===== src/rtl/vga_pkg.sv =====
// Shared field positions, default 640x480@60 timing and lock-state encoding
// for the VGA sink.
package vga_pkg;
    localparam int HSYNC_BIT = 13;
    localparam int VSYNC_BIT = 12;
    localparam int RGB_MSB   = 11;

    localparam int DEF_H_ACTIVE = 640;
    localparam int DEF_H_FP     = 16;
    localparam int DEF_H_SYNC   = 96;
    localparam int DEF_H_BP     = 48;
    localparam int DEF_V_ACTIVE = 480;
    localparam int DEF_V_FP     = 10;
    localparam int DEF_V_SYNC   = 2;
    localparam int DEF_V_BP     = 33;

    localparam int HCNT_W = 10;
    localparam int VCNT_W = 10;

    typedef enum logic [1:0] {
        HUNT   = 2'd0,
        ALIGN  = 2'd1,
        LOCKED = 2'd2
    } lock_state_t;
endpackage


===== src/rtl/vga_sync_edge.sv =====
// Two-flop history on an active-low sync line; r_cur is the registered input
// sample, r_prev the one before it. Both idle high (deasserted).
module vga_sync_edge (
    input  logic vga_clk,
    input  logic reset_n,
    input  logic i_sync,
    output logic o_fall,
    output logic o_rise
);
    logic r_cur;
    logic r_prev;

    always_ff @(posedge vga_clk or negedge reset_n) begin
        if (!reset_n) begin
            r_cur  <= 1'b1;
            r_prev <= 1'b1;
        end else begin
            r_cur  <= i_sync;
            r_prev <= r_cur;
        end
    end

    assign o_fall = r_prev & ~r_cur;
    assign o_rise = ~r_prev & r_cur;
endmodule


===== src/rtl/vga_rx.sv =====
// VGA sink: locks onto hsync/vsync, recovers pixel coordinates and colour,
// and counts locked frames and timing errors.
module vga_rx
    import vga_pkg::*;
#(
    parameter int H_ACTIVE = DEF_H_ACTIVE,
    parameter int H_FP     = DEF_H_FP,
    parameter int H_SYNC   = DEF_H_SYNC,
    parameter int H_BP     = DEF_H_BP,
    parameter int V_ACTIVE = DEF_V_ACTIVE,
    parameter int V_FP     = DEF_V_FP,
    parameter int V_SYNC   = DEF_V_SYNC,
    parameter int V_BP     = DEF_V_BP
) (
    input  logic        vga_clk,
    input  logic        reset_n,
    input  logic [13:0] vgaData,
    output logic        pix_valid,
    output logic [9:0]  pix_x,
    output logic [8:0]  pix_y,
    output logic [11:0] pix_rgb,
    output logic        frame_start,
    output logic        locked,
    output logic [15:0] frame_count,
    output logic [7:0]  err_count
);
    localparam int H_TOTAL = H_ACTIVE + H_FP + H_SYNC + H_BP;
    localparam int V_TOTAL = V_ACTIVE + V_FP + V_SYNC + V_BP;
    localparam logic [HCNT_W-1:0] HC_LAST  = HCNT_W'(H_TOTAL - 1);
    localparam logic [HCNT_W-1:0] HC_SYNC1 = HCNT_W'(H_SYNC - 1);
    localparam logic [HCNT_W-1:0] HC_ACT0  = HCNT_W'(H_SYNC + H_BP);
    localparam logic [HCNT_W-1:0] HC_ACT1  = HCNT_W'(H_SYNC + H_BP + H_ACTIVE - 1);
    localparam logic [VCNT_W-1:0] VC_LAST  = VCNT_W'(V_TOTAL - 1);
    localparam logic [VCNT_W-1:0] VC_ACT0  = VCNT_W'(V_SYNC + V_BP);
    localparam logic [VCNT_W-1:0] VC_ACT1  = VCNT_W'(V_SYNC + V_BP + V_ACTIVE - 1);

    logic [11:0]       r_rgb1;
    logic              w_hfall, w_hrise, w_vfall;
    logic [HCNT_W-1:0] r_hcnt, w_hcnt_nxt;
    logic [VCNT_W-1:0] r_vcnt, w_vcnt_nxt;
    logic              r_varm, w_varm_nxt;
    logic              w_err;
    lock_state_t       r_state, w_state_nxt;
    logic              w_locked, w_fc_inc, w_pv_nxt, w_fs_nxt;
    logic              r_pix_valid, r_frame_start;
    logic [9:0]        r_pix_x;
    logic [8:0]        r_pix_y;
    logic [11:0]       r_pix_rgb;
    logic [15:0]       r_frame_count;
    logic [7:0]        r_err_count;

    // Stage 1: input sample (sync history lives in the edge detectors)
    always_ff @(posedge vga_clk or negedge reset_n) begin
        if (!reset_n) r_rgb1 <= '0;
        else          r_rgb1 <= vgaData[RGB_MSB:0];
    end

    vga_sync_edge u_hs (.vga_clk(vga_clk), .reset_n(reset_n),
                        .i_sync(vgaData[HSYNC_BIT]), .o_fall(w_hfall), .o_rise(w_hrise));
    vga_sync_edge u_vs (.vga_clk(vga_clk), .reset_n(reset_n),
                        .i_sync(vgaData[VSYNC_BIT]), .o_fall(w_vfall), .o_rise());

    // Counter values assigned to the sample now in stage 1; r_* hold the previous sample's.
    always_comb begin
        w_hcnt_nxt = r_hcnt;
        if (w_hfall)             w_hcnt_nxt = '0;
        else if (r_hcnt != '1)   w_hcnt_nxt = r_hcnt + 1'b1;
        w_vcnt_nxt = r_vcnt;
        w_varm_nxt = r_varm;
        if (w_hfall) begin
            w_varm_nxt = 1'b0;
            if (r_varm || w_vfall)  w_vcnt_nxt = '0;
            else if (r_vcnt != '1)  w_vcnt_nxt = r_vcnt + 1'b1;
        end else if (w_vfall) begin
            w_varm_nxt = 1'b1;
        end
    end

    always_comb begin
        w_err = (r_state != HUNT) &&
                ((w_hfall && (r_hcnt != HC_LAST)) ||
                 (w_hrise && (r_hcnt != HC_SYNC1)) ||
                 (!w_hfall && (r_hcnt == HC_LAST)) ||
                 (w_vfall && (r_vcnt != VC_LAST)));
    end

    always_ff @(posedge vga_clk or negedge reset_n) begin
        if (!reset_n) r_state <= HUNT;
        else          r_state <= w_state_nxt;
    end

    always_comb begin
        w_state_nxt = r_state;
        case (r_state)
            HUNT:    if (w_vfall) w_state_nxt = ALIGN;
            ALIGN:   if (w_err) w_state_nxt = HUNT;
                     else if (w_vfall) w_state_nxt = LOCKED;
            LOCKED:  if (w_err) w_state_nxt = HUNT;
            default: w_state_nxt = HUNT;
        endcase
    end

    // Outputs follow the next state so the sample that exposes an error is never emitted.
    always_comb begin
        w_locked = (r_state == LOCKED);
        w_fc_inc = w_vfall && (w_state_nxt == LOCKED);
        w_pv_nxt = (w_state_nxt == LOCKED) &&
                   (w_hcnt_nxt >= HC_ACT0) && (w_hcnt_nxt <= HC_ACT1) &&
                   (w_vcnt_nxt >= VC_ACT0) && (w_vcnt_nxt <= VC_ACT1);
        w_fs_nxt = w_pv_nxt && (w_hcnt_nxt == HC_ACT0) && (w_vcnt_nxt == VC_ACT0);
    end

    always_ff @(posedge vga_clk or negedge reset_n) begin
        if (!reset_n) begin
            r_hcnt        <= '0;
            r_vcnt        <= '0;
            r_varm        <= 1'b0;
            r_pix_valid   <= 1'b0;
            r_frame_start <= 1'b0;
            r_pix_x       <= '0;
            r_pix_y       <= '0;
            r_pix_rgb     <= '0;
            r_frame_count <= '0;
            r_err_count   <= '0;
        end else begin
            r_hcnt        <= w_hcnt_nxt;
            r_vcnt        <= w_vcnt_nxt;
            r_varm        <= w_varm_nxt;
            r_pix_valid   <= w_pv_nxt;
            r_frame_start <= w_fs_nxt;
            if (w_pv_nxt) begin
                r_pix_x   <= w_hcnt_nxt - HC_ACT0;
                r_pix_y   <= 9'(w_vcnt_nxt - VC_ACT0);
                r_pix_rgb <= r_rgb1;
            end
            if (w_fc_inc) r_frame_count <= r_frame_count + 16'd1;
            if (w_err && (r_err_count != 8'hFF)) r_err_count <= r_err_count + 8'd1;
        end
    end

    assign pix_valid   = r_pix_valid;
    assign pix_x       = r_pix_x;
    assign pix_y       = r_pix_y;
    assign pix_rgb     = r_pix_rgb;
    assign frame_start = r_frame_start;
    assign locked      = w_locked;
    assign frame_count = r_frame_count;
    assign err_count   = r_err_count;
endmodule


===== config.mk =====
export PLATFORM = sky130hd
export DESIGN_NAME = vga_rx
export DESIGN_NICKNAME = d
export VERILOG_FILES = /design/src/rtl/vga_pkg.sv /design/src/rtl/vga_sync_edge.sv /design/src/rtl/vga_rx.sv
export SDC_FILE = /design/constraint.sdc
export NUM_CORES = 1
export LEC_CHECK = 0
export ABC_AREA = 1
export CAP_MARGIN = 20
export CORE_AREA = 2 2 113 115
export CTS_BUF_LIST = sky130_fd_sc_hd__clkbuf_2 sky130_fd_sc_hd__clkbuf_4 sky130_fd_sc_hd__clkbuf_8
export CTS_CLUSTER_DIAMETER = 30
export DETAILED_ROUTE_END_ITERATION = 7
export DIE_AREA = 0 0 115 117
export PLACE_DENSITY_LB_ADDON = 0.12
export SYNTH_ARGS = -nofsm -noshare
export SYNTH_HDL_FRONTEND = slang
export SYNTH_SLANG_ARGS = --single-unit

===== constraint.sdc =====
create_clock -name vga_clk -period 5.7 [get_ports vga_clk]
set_input_delay 0.57 -clock vga_clk [delete_from_list [all_inputs] [get_ports vga_clk]]
set_output_delay 0.57 -clock vga_clk [all_outputs]
set_load 0.005 [all_outputs]

# [Yosys cells after proc, flatten, opt, wreduce, memory -nomap -nowiden]
# Cells that the tools add are included.
[totals] out_inout_bits=58 input_bits=16 ff_bits=96 wordCells=77
[op_classes] n_eq_ne=12 n_mux=12 n_addsub=6 reduce_logical=21 bitwise=6 n_lt_le_gt_ge=4
[ops] operator="two-way mux 10 bit" n=5
[ops] operator="inequality test 10 bit (second input constant)" n=4
[ops] operator="adder 10 x 1 -> 10 bit (second input constant)" n=2
[ops] operator="<= comparator 10 bit (second input constant)" n=2
[ops] operator="adder 16 x 1 -> 16 bit (second input constant)" n=1
[ops] operator="logical AND 1 bit" n=13
[ops] operator="equality test 10 bit (second input constant)" n=1
[ops] operator="equality test 10 x 6 -> 1 bit (second input constant)" n=1
[ops] operator="equality test 10 x 8 -> 1 bit (second input constant)" n=1
[ops] operator="greater-or-equal comparator 10 x 6 -> 1 bit (second input constant)" n=1
[ops] operator="greater-or-equal comparator 10 x 8 -> 1 bit (second input constant)" n=1
[ops] operator="inequality test 10 x 7 -> 1 bit (second input constant)" n=1
[ops] operator="subtractor 10 x 8 -> 10 bit (second input constant)" n=1
[ops] operator="subtractor 9 x 6 -> 9 bit (second input constant)" n=1
[ops] operator="adder 8 x 1 -> 8 bit (second input constant)" n=1
[ops] operator="two-way mux 2 bit" n=4
[ops] operator="inequality test 8 bit (second input constant)" n=1
[ops] operator="one-hot mux 2 bit (3 select lines)" n=1
[ops] operator="equality test 2 bit (second input constant)" n=2
[ops] operator="logical OR 1 bit" n=4
[ops] operator="nonzero test 2 bit" n=2
[ops] operator="bitwise AND 1 bit" n=3
[ops] operator="inverter 1 bit" n=3
[ops] operator="equality test 2 x 1 -> 1 bit (second input constant)" n=1
[ops] operator="other kinds (3)" n=4

# [Longest topological paths before layout]
# Gate-level depths: netlist of the first run.
[logic_depth] ltp_word=16 depth_mapped=19 ltp_nobuf=18

# [By module]
# From an unflattened synthesis of the first run, not the netlist that was laid out.
[hier_totals] hier_cells=617 hier_area_um2=4934.7
[modules_own_cells] module="vga_rx" seq_area_each_um2=2302.2 cells_each=605 area_each_um2=4799.6 n_inst=1
[modules_own_cells] module="vga_sync_edge" seq_area_each_um2=52.6 cells_each=6 area_each_um2=67.6 n_inst=2

# [Worst setup path before layout of the first run]
# OpenSTA, ideal clock, no wires.
[synth_path] path_type="reg2reg" startpoint="register u_hs.r_cur" endpoint="register r_pix_y[6], in the netlist pix_y[6]" n_path_buf=2 arrival_ns=2.433 slack_ns=3.150 setup_time_ns=0.116 stages_incl_launch_ff=17 cell_sequence="dfstp_2 inv_1 nand2_1 inv_1 buf_2 nor3_1 inv_1 ha_1 nand2_1 nand2_1 nand2_1 nor2_2 nor2_8 nand3_4 buf_6 nand2_1 nand2_1"
[synth_between] elab_cells_between_ends=26
[synth_lines] item="from (decl)" line_no="vga_sync_edge.sv:10" rtl="logic r_cur;"
[synth_lines] item="from (signal assigned)" line_no="vga_sync_edge.sv:18" rtl="r_cur <= i_sync;"
[synth_lines] item="inverter 1 bit (*)" line_no="vga_sync_edge.sv:23" rtl="assign o_fall = r_prev & ~r_cur;"
[synth_lines] item="bitwise AND 1 bit (*)" line_no="vga_sync_edge.sv:23"
[synth_lines] item="two-way mux 10 bit (*)" line_no="vga_rx.sv:66" rtl="if (w_hfall) w_hcnt_nxt = '0;"
[synth_lines] item="named net w_hcnt_nxt[4]" line_no="vga_rx.sv:39" rtl="logic [HCNT_W-1:0] r_hcnt, w_hcnt_nxt;"
[synth_lines] item="greater-or-equal comparator 10 x 8 -> 1 bit" line_no="vga_rx.sv:108" rtl="(w_hcnt_nxt >= HC_ACT0) && (w_hcnt_nxt <= HC_ACT1) &&"
[synth_lines] item="logical AND 1 bit" line_no="vga_rx.sv:107" rtl="w_pv_nxt = (w_state_nxt == LOCKED) &&"
[synth_lines] item="logical AND 1 bit (*) (2 in a row)" line_no="vga_rx.sv:108"
[synth_lines] item="logical AND 1 bit (*)" line_no="vga_rx.sv:109" rtl="(w_vcnt_nxt >= VC_ACT0) && (w_vcnt_nxt <= VC_ACT1);"
[synth_lines] item="to (signal assigned)" line_no="vga_rx.sv:133" rtl="r_pix_y <= 9'(w_vcnt_nxt - VC_ACT0);"
[synth_lines] item="to (decl)" line_no="vga_rx.sv:47" rtl="logic [8:0] r_pix_y;"
# Mark *: on every way through the listed nets, which the timed path passes. The rest lies on a longest branch.
# A chain may end at the register's enable or synchronous reset.

# [Worst setup path in the final report of the first run]
[layout_path] startpoint="register u_hs.r_cur" endpoint="register r_pix_x[5], in the netlist pix_x[5]"
[layout_between] elab_cells_between_ends=26
[layout_lines] item="inverter 1 bit (*)" line_no="vga_sync_edge.sv:23"
[layout_lines] item="bitwise AND 1 bit (*)" line_no="vga_sync_edge.sv:23"
[layout_lines] item="two-way mux 10 bit (*)" line_no="vga_rx.sv:66"
[layout_lines] item="named net w_hcnt_nxt[4]" line_no="vga_rx.sv:39"
[layout_lines] item="greater-or-equal comparator 10 x 8 -> 1 bit" line_no="vga_rx.sv:108"
[layout_lines] item="logical AND 1 bit" line_no="vga_rx.sv:107"
[layout_lines] item="logical AND 1 bit (2 in a row)" line_no="vga_rx.sv:108"
[layout_lines] item="logical AND 1 bit" line_no="vga_rx.sv:109"
[layout_lines] item="to (signal assigned)" line_no="vga_rx.sv:132" rtl="r_pix_x <= w_hcnt_nxt - HC_ACT0;"
[layout_lines] item="to (decl)" line_no="vga_rx.sv:46" rtl="logic [9:0] r_pix_x;"
# Marked as above.

==> results.toml, run 1 <==
[worst_setup_path]
startpoint = "u_hs.r_cur"
r2r-start = "u_hs.r_cur"
cp-end-kind = "flip-flop"
cp.required_ns = 5.97
worstRegToRegCells = 14
critical_path_class = "flip-flop to flip-flop"
r2r_slack_ns = 1.84
cp.arrival_ns = 4.14
crit_path_start_kind = "flip-flop"
crit_fanout = 32
r2r-end = "pix_x[5]"

[yosys]
synth_area_per_cell_um2 = 8.15
synth_cell_types = 33
synth_edf_count = 0
synth-async-reset-ratio_pct = 100
ys_warn_count = 0
syn_area_um2 = 5060
yosysSeqAreaShare_pct = 47.6
synthFlopType = "dfrtp_1"
synth_nets = 646
ys_ff_latch = 96
synthCells = 621

[clock_tree]
numCtsBuffers = 9
clk_path_buf_depth = 2
clock_sinks = 96
cts_post_setup_buffers_inserted = 0
cts_tree = "yes"
path_clk_slew_ns = 0.09
cts_root_buffer = "clkbuf_8"
ctsResizeCount = 0
postCtsHoldBufs = 0
cts_max_level = 3
clk_latency_ns = 0.38

[timing]
rsz0062_at_grt = "false"
min_period_ns = 3.86
finalSetupTns_ns = 0
max_freq_mhz = 259
drv_slew = 0
period_share_pct = 67.8
hold_violations = 0
finClkSkew_ns = 0.0130
worst_pin_slew_ns = 0.718
whs_ns = 0.151
slew_headroom_pct = 52.2
setup_viol = 0

[run]
max_cap_viol_count = 0

[placement]
place_congestion = 0.934
dp_hpwl_um = 8750
place_area_um2 = 5870
io_buffers = 73
dp.cells = 829

[floorplan]
die_w_um = 115
num_rows = 41
die_h_um = 117
io_pins = 74
initial_utilization_pct = 41.1
die_area_um2 = 13500
core-area_um2 = 12300

[cells_and_area]
area_growth_pct = 20.1
n_antenna_cell = 0
instances_no_fill = 845
final_cell_mix = "nand2_1, dfrtp_1, clkdlybuf4s50_1"
drive_gt1_share_pct = 8.20
design_area_um2 = 6070
nets = 715
final_common_cell = "nand2_1"

[route]
drc_errors = 0
wirelength_um = 11900
ant_nets = 0
wl_per_cell_um = 14.1
via_per_inst = 5.02
first_iter_violations = 252
dr.pass1.iters = 5
num_vias = 4244

[pwr]
max-vdd-ir-drop_uv = 138
power.leakage_uw = 0.00298
power_uw = 1490
powerDensity_nw_per_um2 = 245

[global_route]
grt_max_degree = 57
overflow = 0
grt_pass1_wl_um = 19700
grtUsageTotal_pct = 18.6
antenna_found_initial = 0
first_global_vias = 4144

[min_path]
hp-class = "primary input to async pin"

[outcome]
outcome = "completed"
-- stage by stage --
stage / setup WS [ns] / utilization, %
after floorplan: 3.15 / -
after global placement: 2.04 / 47.7
after detailed placement: 1.89 / 47.7
after CTS: 1.89 / 49.3
after global routing: 1.45 / 49.3
final: 1.84 / 49.3
-- cell families (layout without fill, tap and decap cells) --
logic type,count (synthesis),after routing,share of synthesized area [%]
AND/OR/NAND/NOR,373,373,34.3
flip-flops,96,96,47.6
buffers and inverters,84,158,7.17
AO/OA/AOI/OAI,28,28,3.17
XOR/XNOR,27,27,4.67
adder cells (fa/ha/maj),9,9,2.23
multiplexers,4,4,0.890
-- cell type report --
type,count,area [um2]
multi-input combinational,441,2290
sequential,96,2410
clock inverter,6,67.6
tap,150,188
timing repair buffer,74,736
inverter,68,255
fill,1212,6240
clock buffer,10,131
-- how the worst max path moves through the flow --
stage	endpoint	slack [ns]	depth (start not counted)
floorplan	pix_y[6]	3.15	16
global placement	pix_x[3]	2.04	14
detailed placement	pix_x[0]	1.89	14
CTS	pix_x[0]	1.89	14
global route	pix_rgb[2]	1.45	14
finish	pix_x[5]	1.84	14
-- flip-flops by register name, indices dropped and copies added (netlist names), 2 cells and up --
register     cells
r_rgb1          12
pix_y            9
pix_rgb         12
err_count        8
pix_x           10
r_vcnt          10
r_state          2
r_hcnt          10
frame_count     16
-- cells in the mapped netlist, types with 4 or more instances --
cell type	instances	share of area (%)
dfstp_2	4	2.1
buf_2	8	0.79
nand3_1	52	5.1
xnor2_1	6	1.0
a21oi_1	6	0.59
mux2_2	4	0.89
nor2_1	62	4.6
xor2_1	21	3.6
nor2_2	4	0.49
nand4_1	36	4.5
buf_6	4	0.89
ha_1	9	2.2
dfrtp_1	92	46
o21ai_0	15	1.5
nor2_4	6	1.3
nand2_1	186	14
nor3_1	8	0.79
inv_1	65	4.8
nand2_2	5	0.62
-- where the power goes --
part / leakage (uW) / internal [uW] / switching [uW]
Combinational: 0.00161 / 115 / 138
Clock: 0.0000963 / 209 / 243
Sequential: 0.00128 / 727 / 53.3
Total: 0.00298 / 1050 / 434
-- routing by layer --
layer	up-vias	wire length, um	global-route usage, %
li1	2123	-	-
met1	2021	5500	24.9
met2	85	5660	29.2
met3	15	617	5.82
met4	0	169	5.62
met5	-	0	0
-- worst max-delay path, cell delays in order (launching register included) --
cell,delay [ns]
dfstp_2,0.54
inv_1,0.05
nand2_1,0.42
inv_1,0.49
nor3_1,0.60
inv_1,0.13
ha_1,0.26
nand2_1,0.08
nand2_1,0.07
nand2_1,0.08
nor2_2,0.07
nor2_8,0.36
nand3_4,0.38
nand2_1,0.17
nand2_1,0.06
No activity file was read; power rests on OpenSTA's default activity.
==> inputs of run 2 (changes only) <==
==> constraint.sdc (replaced) <==
create_clock -name vga_clk -period 3.85 [get_ports vga_clk]
set_input_delay 0.385 -clock vga_clk [delete_from_list [all_inputs] [get_ports vga_clk]]
set_output_delay 0.385 -clock vga_clk [all_outputs]
set_load 0.005 [all_outputs]
==> run 2 against run 1 <==
Against the previous run:
- clock skew down 0.0036 ns
- highest routed layer unchanged
- clock-buffer cell count did not move
- largest cell class unchanged
- routed wire length up 1.7%
- global-route usage rose by 0.55 points
==> results.toml, run 2 (synthesis results as in run 1) <==
[cells_and_area]
nFillCells = 1207
multiInputGateArea_um2 = 2290
final_common_cell = "nand2_1"
nets = 719
area_growth_pct = 20.8
utilization_pct = 49.6
n_antenna_cell = 0
final_cell_mix = "nand2_1, dfrtp_1, clkdlybuf4s50_1"
largest_reg_flops = 16
drive_gt1_share_pct = 8.58
design_area_um2 = 6110
regArea_um2 = 2410

[timing]
worst_pin_slew_ns = 0.584
max_freq_mhz = 302
slew_headroom_pct = 61.1
setup_viol = 0
finalSetupTns_ns = 0
hold_violations = 0
drv_slew = 0
rsz0062_at_grt = "false"
whs_ns = 0.372
period_share_pct = 86.1
finClkSkew_ns = 0.00932
min_period_ns = 3.32

[worst_setup_path]
r2r-end = "pix_x[5]"
cp.required_ns = 4.15
cp-end-kind = "flip-flop"
r2r-start = "u_vs.r_prev"
worstRegToRegCells = 15
crit_path_start_kind = "flip-flop"
r2r_slack_ns = 0.53
cp.arrival_ns = 3.62
path_common_cell = "nor2_1"
critPathSlowestCell = "dfstp_2"
path_cells = "inv_1 > nor2_1 > nor2_1 > nor2_1 > inv_1 > nand3_1 > inv_1 > ha_1 > nor2_1 > nand2_1 > nand2_2 > nand2_4 > nand3_4 > nand2_1 > nand2_1"
slowest_delay_ns = 0.52
crit_fanout = 32
critical_path_class = "flip-flop to flip-flop"

[clock_tree]
clk_latency_ns = 0.37
cts_max_level = 3
clock_sinks = 96
path_clk_slew_ns = 0.09
clk_path_buf_depth = 2
cts_tree = "yes"
cts_root_buffer = "clkbuf_8"
numCtsBuffers = 9

[route]
drc_errors = 0
via_per_inst = 4.95
ant_nets = 0
wl_per_cell_um = 14.3
first_iter_violations = 287
num_vias = 4206
wirelength_um = 12100
dr.pass1.iters = 4

[min_path]
hp-class = "flip-flop to flip-flop"
min_path_cells = 0
min_to = "u_vs.r_prev"
hp-start = "u_vs.r_cur"

[global_route]
grtUsageTotal_pct = 19.2
first_global_vias = 4099
grt_pass1_wl_um = 20200
antenna_found_initial = 0
grt_max_degree = 48
overflow = 0

[floorplan]
die_area_um2 = 13500
initial_utilization_pct = 41.1
io_pins = 74
num_rows = 41
die_h_um = 117
core-area_um2 = 12300
die_w_um = 115

[outcome]
outcome = "completed"

[pwr]
powerDensity_nw_per_um2 = 363
max-vdd-ir-drop_uv = 226
power.leakage_uw = 0.00300
power_uw = 2220

[placement]
place_area_um2 = 5900
place_congestion = 0.915
io_buffers = 73
dp_hpwl_um = 8940

[run]
max_cap_viol_count = 0
-- run 2: how the worst max path moves through the flow --
stage                      startpoint         end  depth (start not counted)
final                     u_vs.r_prev    pix_x[5]                         15
after global routing      u_vs.r_prev    pix_x[1]                         15
after CTS                 u_vs.r_prev  pix_rgb[1]                         15
after detailed placement  u_vs.r_prev  pix_rgb[1]                         15
after global placement     u_vs.r_cur    pix_x[5]                         14
after floorplan            u_hs.r_cur    pix_y[6]                         16
-- run 2: layer usage --
metal | GRT usage [%] | wire (um) | vias up
li1 | - | - | 2133
met1 | 26.3 | 5580 | 1986
met2 | 30.7 | 5860 | 80
met3 | 4.27 | 565 | 7
met4 | 5.54 | 138 | 0
met5 | 0 | 0 | -
-- run 2: layout make-up --
cell class	count	area share (%)
Clock inverter	6	1.11
Tap cell	150	3.07
Sequential cell	96	39.4
Timing Repair Buffer	78	12.6
Multi-Input combinational cell	441	37.4
Clock buffer	10	2.25
Inverter	68	4.18
-- run 2: power by group --
part	total, uW	internal [uW]	switching, uW
Combinational	379	173	206
Sequential	1150	1080	78.1
Clock	687	320	366
-- run 2: per-stage QoR --
step	setup WS, ns	instances
final	0.534	849
after global routing	0.189	849
after CTS	0.491	849
after detailed placement	0.518	832
after global placement	0.633	832
after floorplan	1.30	621
-- run 2: critical path, delay by kind of cell, from the launching register on --
| kind | cells | cell delay, ns |
|---|---|---|
| flops | 1 | 0.52 |
| simple gates | 11 | 2.16 |
| fa+ha+maj | 1 | 0.26 |
| buf+inv | 3 | 0.30 |
-- run 2: what timing repair did --
| item | 4_1_cts | 5_1_grt |
|---|---|---|
| setup buffers | 0 | 0 |
| hold buffers | 1 | 0 |
| hold endpoints to repair | 17 | 0 |
| resized for setup | 0 | 0 |
==> inputs of run 3 (changes only) <==
--- a/config.mk
+++ b/config.mk
@@ -7,11 +7,12 @@
 export LEC_CHECK = 0
 export ABC_AREA = 1
 export CAP_MARGIN = 20
-export CORE_AREA = 2 2 113 115
+export CORE_AREA = 2 2 110 112
 export CTS_BUF_LIST = sky130_fd_sc_hd__clkbuf_2 sky130_fd_sc_hd__clkbuf_4 sky130_fd_sc_hd__clkbuf_8
 export CTS_CLUSTER_DIAMETER = 30
 export DETAILED_ROUTE_END_ITERATION = 7
-export DIE_AREA = 0 0 115 117
+export DIE_AREA = 0 0 112 114
+export DONT_BUFFER_PORTS = 1
 export PLACE_DENSITY_LB_ADDON = 0.12
 export SYNTH_ARGS = -nofsm -noshare
 export SYNTH_HDL_FRONTEND = slang
==> run 3 against run 2 <==
Against the previous run:
- clock power down 9.8%
- largest cell class unchanged
- first-iteration DRC count shrank 34%
- maximum frequency is 4.4% higher
- total power down 6.3%
==> results.toml, run 3 (synthesis results as in run 1) <==
[worst_setup_path]
cpLargestDelayFamily = "simple AND/OR/NAND/NOR gates"
cp-end-kind = "flip-flop"
worstRegToRegCells = 15
slowest_delay_ns = 0.53
r2r-start = "u_vs.r_prev"
critPathSlowestCell = "dfstp_2"
path_common_cell = "nor2_1"
cp.arrival_ns = 3.50
r2r_slack_ns = 0.67
r2r-end = "pix_rgb[0]"
crit_fanout = 32
worst-path-buf-inv = 3
path_cells = "inv_1 > nor2_1 > nor2_1 > nor2_1 > inv_1 > nand3_1 > inv_1 > ha_1 > nor2_1 > nand2_1 > nand2_2 > nand2_4 > nand3_4 > nand2_1 > nand2_1"
cp.required_ns = 4.17
crit_path_start_kind = "flip-flop"
critical_path_class = "flip-flop to flip-flop"

[global_route]
grt.met2_usage_pct = 29.4
gr-usage-met3_pct = 5.31
met1_usage_pct = 25.1
grtUsageTotal_pct = 19.0
overflow = 0
grt_max_degree = 97
antenna_found_initial = 0
first_global_vias = 3889
grt_busiest_layer = "met2"
grt_pass1_wl_um = 19200

[floorplan]
io_pins = 74
die_area_um2 = 12800
core-area_um2 = 11700
die_w_um = 112
die_h_um = 114
initial_utilization_pct = 43.2
num_rows = 40

[cells_and_area]
final_common_cell = "nand2_1"
nets = 660
instances_no_fill = 787
n_antenna_cell = 0
final_cell_mix = "nand2_1, dfrtp_1, inv_1"
design_area_um2 = 5510
drive_gt1_share_pct = 9.22
largest_reg_flops = 16
utilization_pct = 47.1
area_growth_pct = 8.95

[route]
dr.pass1.iters = 5
wl_per_cell_um = 14.7
wirelength_um = 11600
num_vias = 4012
ant_nets = 0
via_per_inst = 5.10
first_iter_violations = 190
drc_errors = 0

[timing]
finalSetupTns_ns = 0
slew_headroom_pct = 62.1
drv_slew = 0
min_period_ns = 3.18
period_share_pct = 82.5
finClkSkew_ns = 0.00834
setup_viol = 0
rsz0062_at_grt = "false"
fin_ws_ns = 0.675
max_freq_mhz = 315
worst_pin_slew_ns = 0.564
hold_violations = 0

[placement]
dp.cells = 755
post-place-ws_ns = 0.662
dp_hpwl_um = 8200
place_area_um2 = 5160
io_buffers = 0
place_congestion = 0.866

[clock_tree]
cts_max_level = 3
clk_latency_ns = 0.38
cts_tree = "yes"
clock_sinks = 96
numCtsBuffers = 9
clk_path_buf_depth = 2
cts_root_buffer = "clkbuf_8"
path_clk_slew_ns = 0.10

[outcome]
outcome = "completed"

[pwr]
powerDensity_nw_per_um2 = 378
max-vdd-ir-drop_uv = 225
power.leakage_uw = 0.00280

[run]
max_cap_viol_count = 0

[min_path]
min_to = "u_hs.r_prev"
min_path_cells = 0
hp-class = "flip-flop to flip-flop"
hp-start = "u_hs.r_cur"
## run 3: changes by cell type in the layout (fill, tap and decap cells not counted)
| cell | previous run | this run |
|---|---|---|
| clkinvlp_4 | 2 | 3 |
| clkdlybuf4s50_1 | 72 | 0 |
| dlygate4sd3_1 | 1 | 15 |
| clkbuf_4 | 0 | 1 |
| clkbuf_8 | 10 | 9 |
| bufinv_16 | 1 | 0 |
| buf_4 | 5 | 3 |
| buf_16 | 0 | 1 |
## run 3: layout make-up
cell class                 count  area (um2)
tap                          147         184
sequential                    96        2410
clock inverter                 6        45.0
multi-input combinational    441        2290
fill                        1192        6200
timing repair buffer          19         200
inverter                      68         255
clock buffer                  10         131
## run 3: what timing repair did
item                                   in CTS  in global routing
hold buffers                               15                  1
endpoints found under the hold margin     109                  1
gates resized for setup                     0                  0
setup buffers                               0                  0
## run 3: power breakdown
part / internal (uW) / switching, uW / total (uW) / leakage, uW
logic: 115 / 184 / 299 / 0.00144
registers: 1080 / 85.6 / 1160 / 0.00128
clock network: 244 / 376 / 620 / 0.0000823
total: 1440 / 646 / 2080 / 0.00280
## run 3: layer usage
layer  part of all wire, %  routed length [um]
met1                    46                5280
met3                   6.5                 753
met5                     0                   0
met2                    46                5310
met4                   1.9                 217
## run 3: through the flow
step	total power, uW	hold WS (ns)
6_report	2080	0.372
5_1_grt	2200	0.381
4_1_cts	2100	0.00205
3_5_place_dp	1450	0.0908
3_3_place_gp	1440	0.0915
2_1_floorplan	1370	0.0894
## run 3: worst max-delay path by stage
stage | to | slack, ns | cells past startpoint | start
6_report | pix_rgb[0] | 0.67 | 15 | u_vs.r_prev
5_1_grt | pix_y[7] | 0.24 | 15 | u_vs.r_prev
4_1_cts | pix_rgb[0] | 0.63 | 15 | u_vs.r_prev
3_5_place_dp | pix_x[4] | 0.66 | 15 | u_vs.r_prev
3_3_place_gp | pix_y[6] | 0.68 | 15 | u_vs.r_prev
2_1_floorplan | pix_y[6] | 1.30 | 16 | u_hs.r_cur
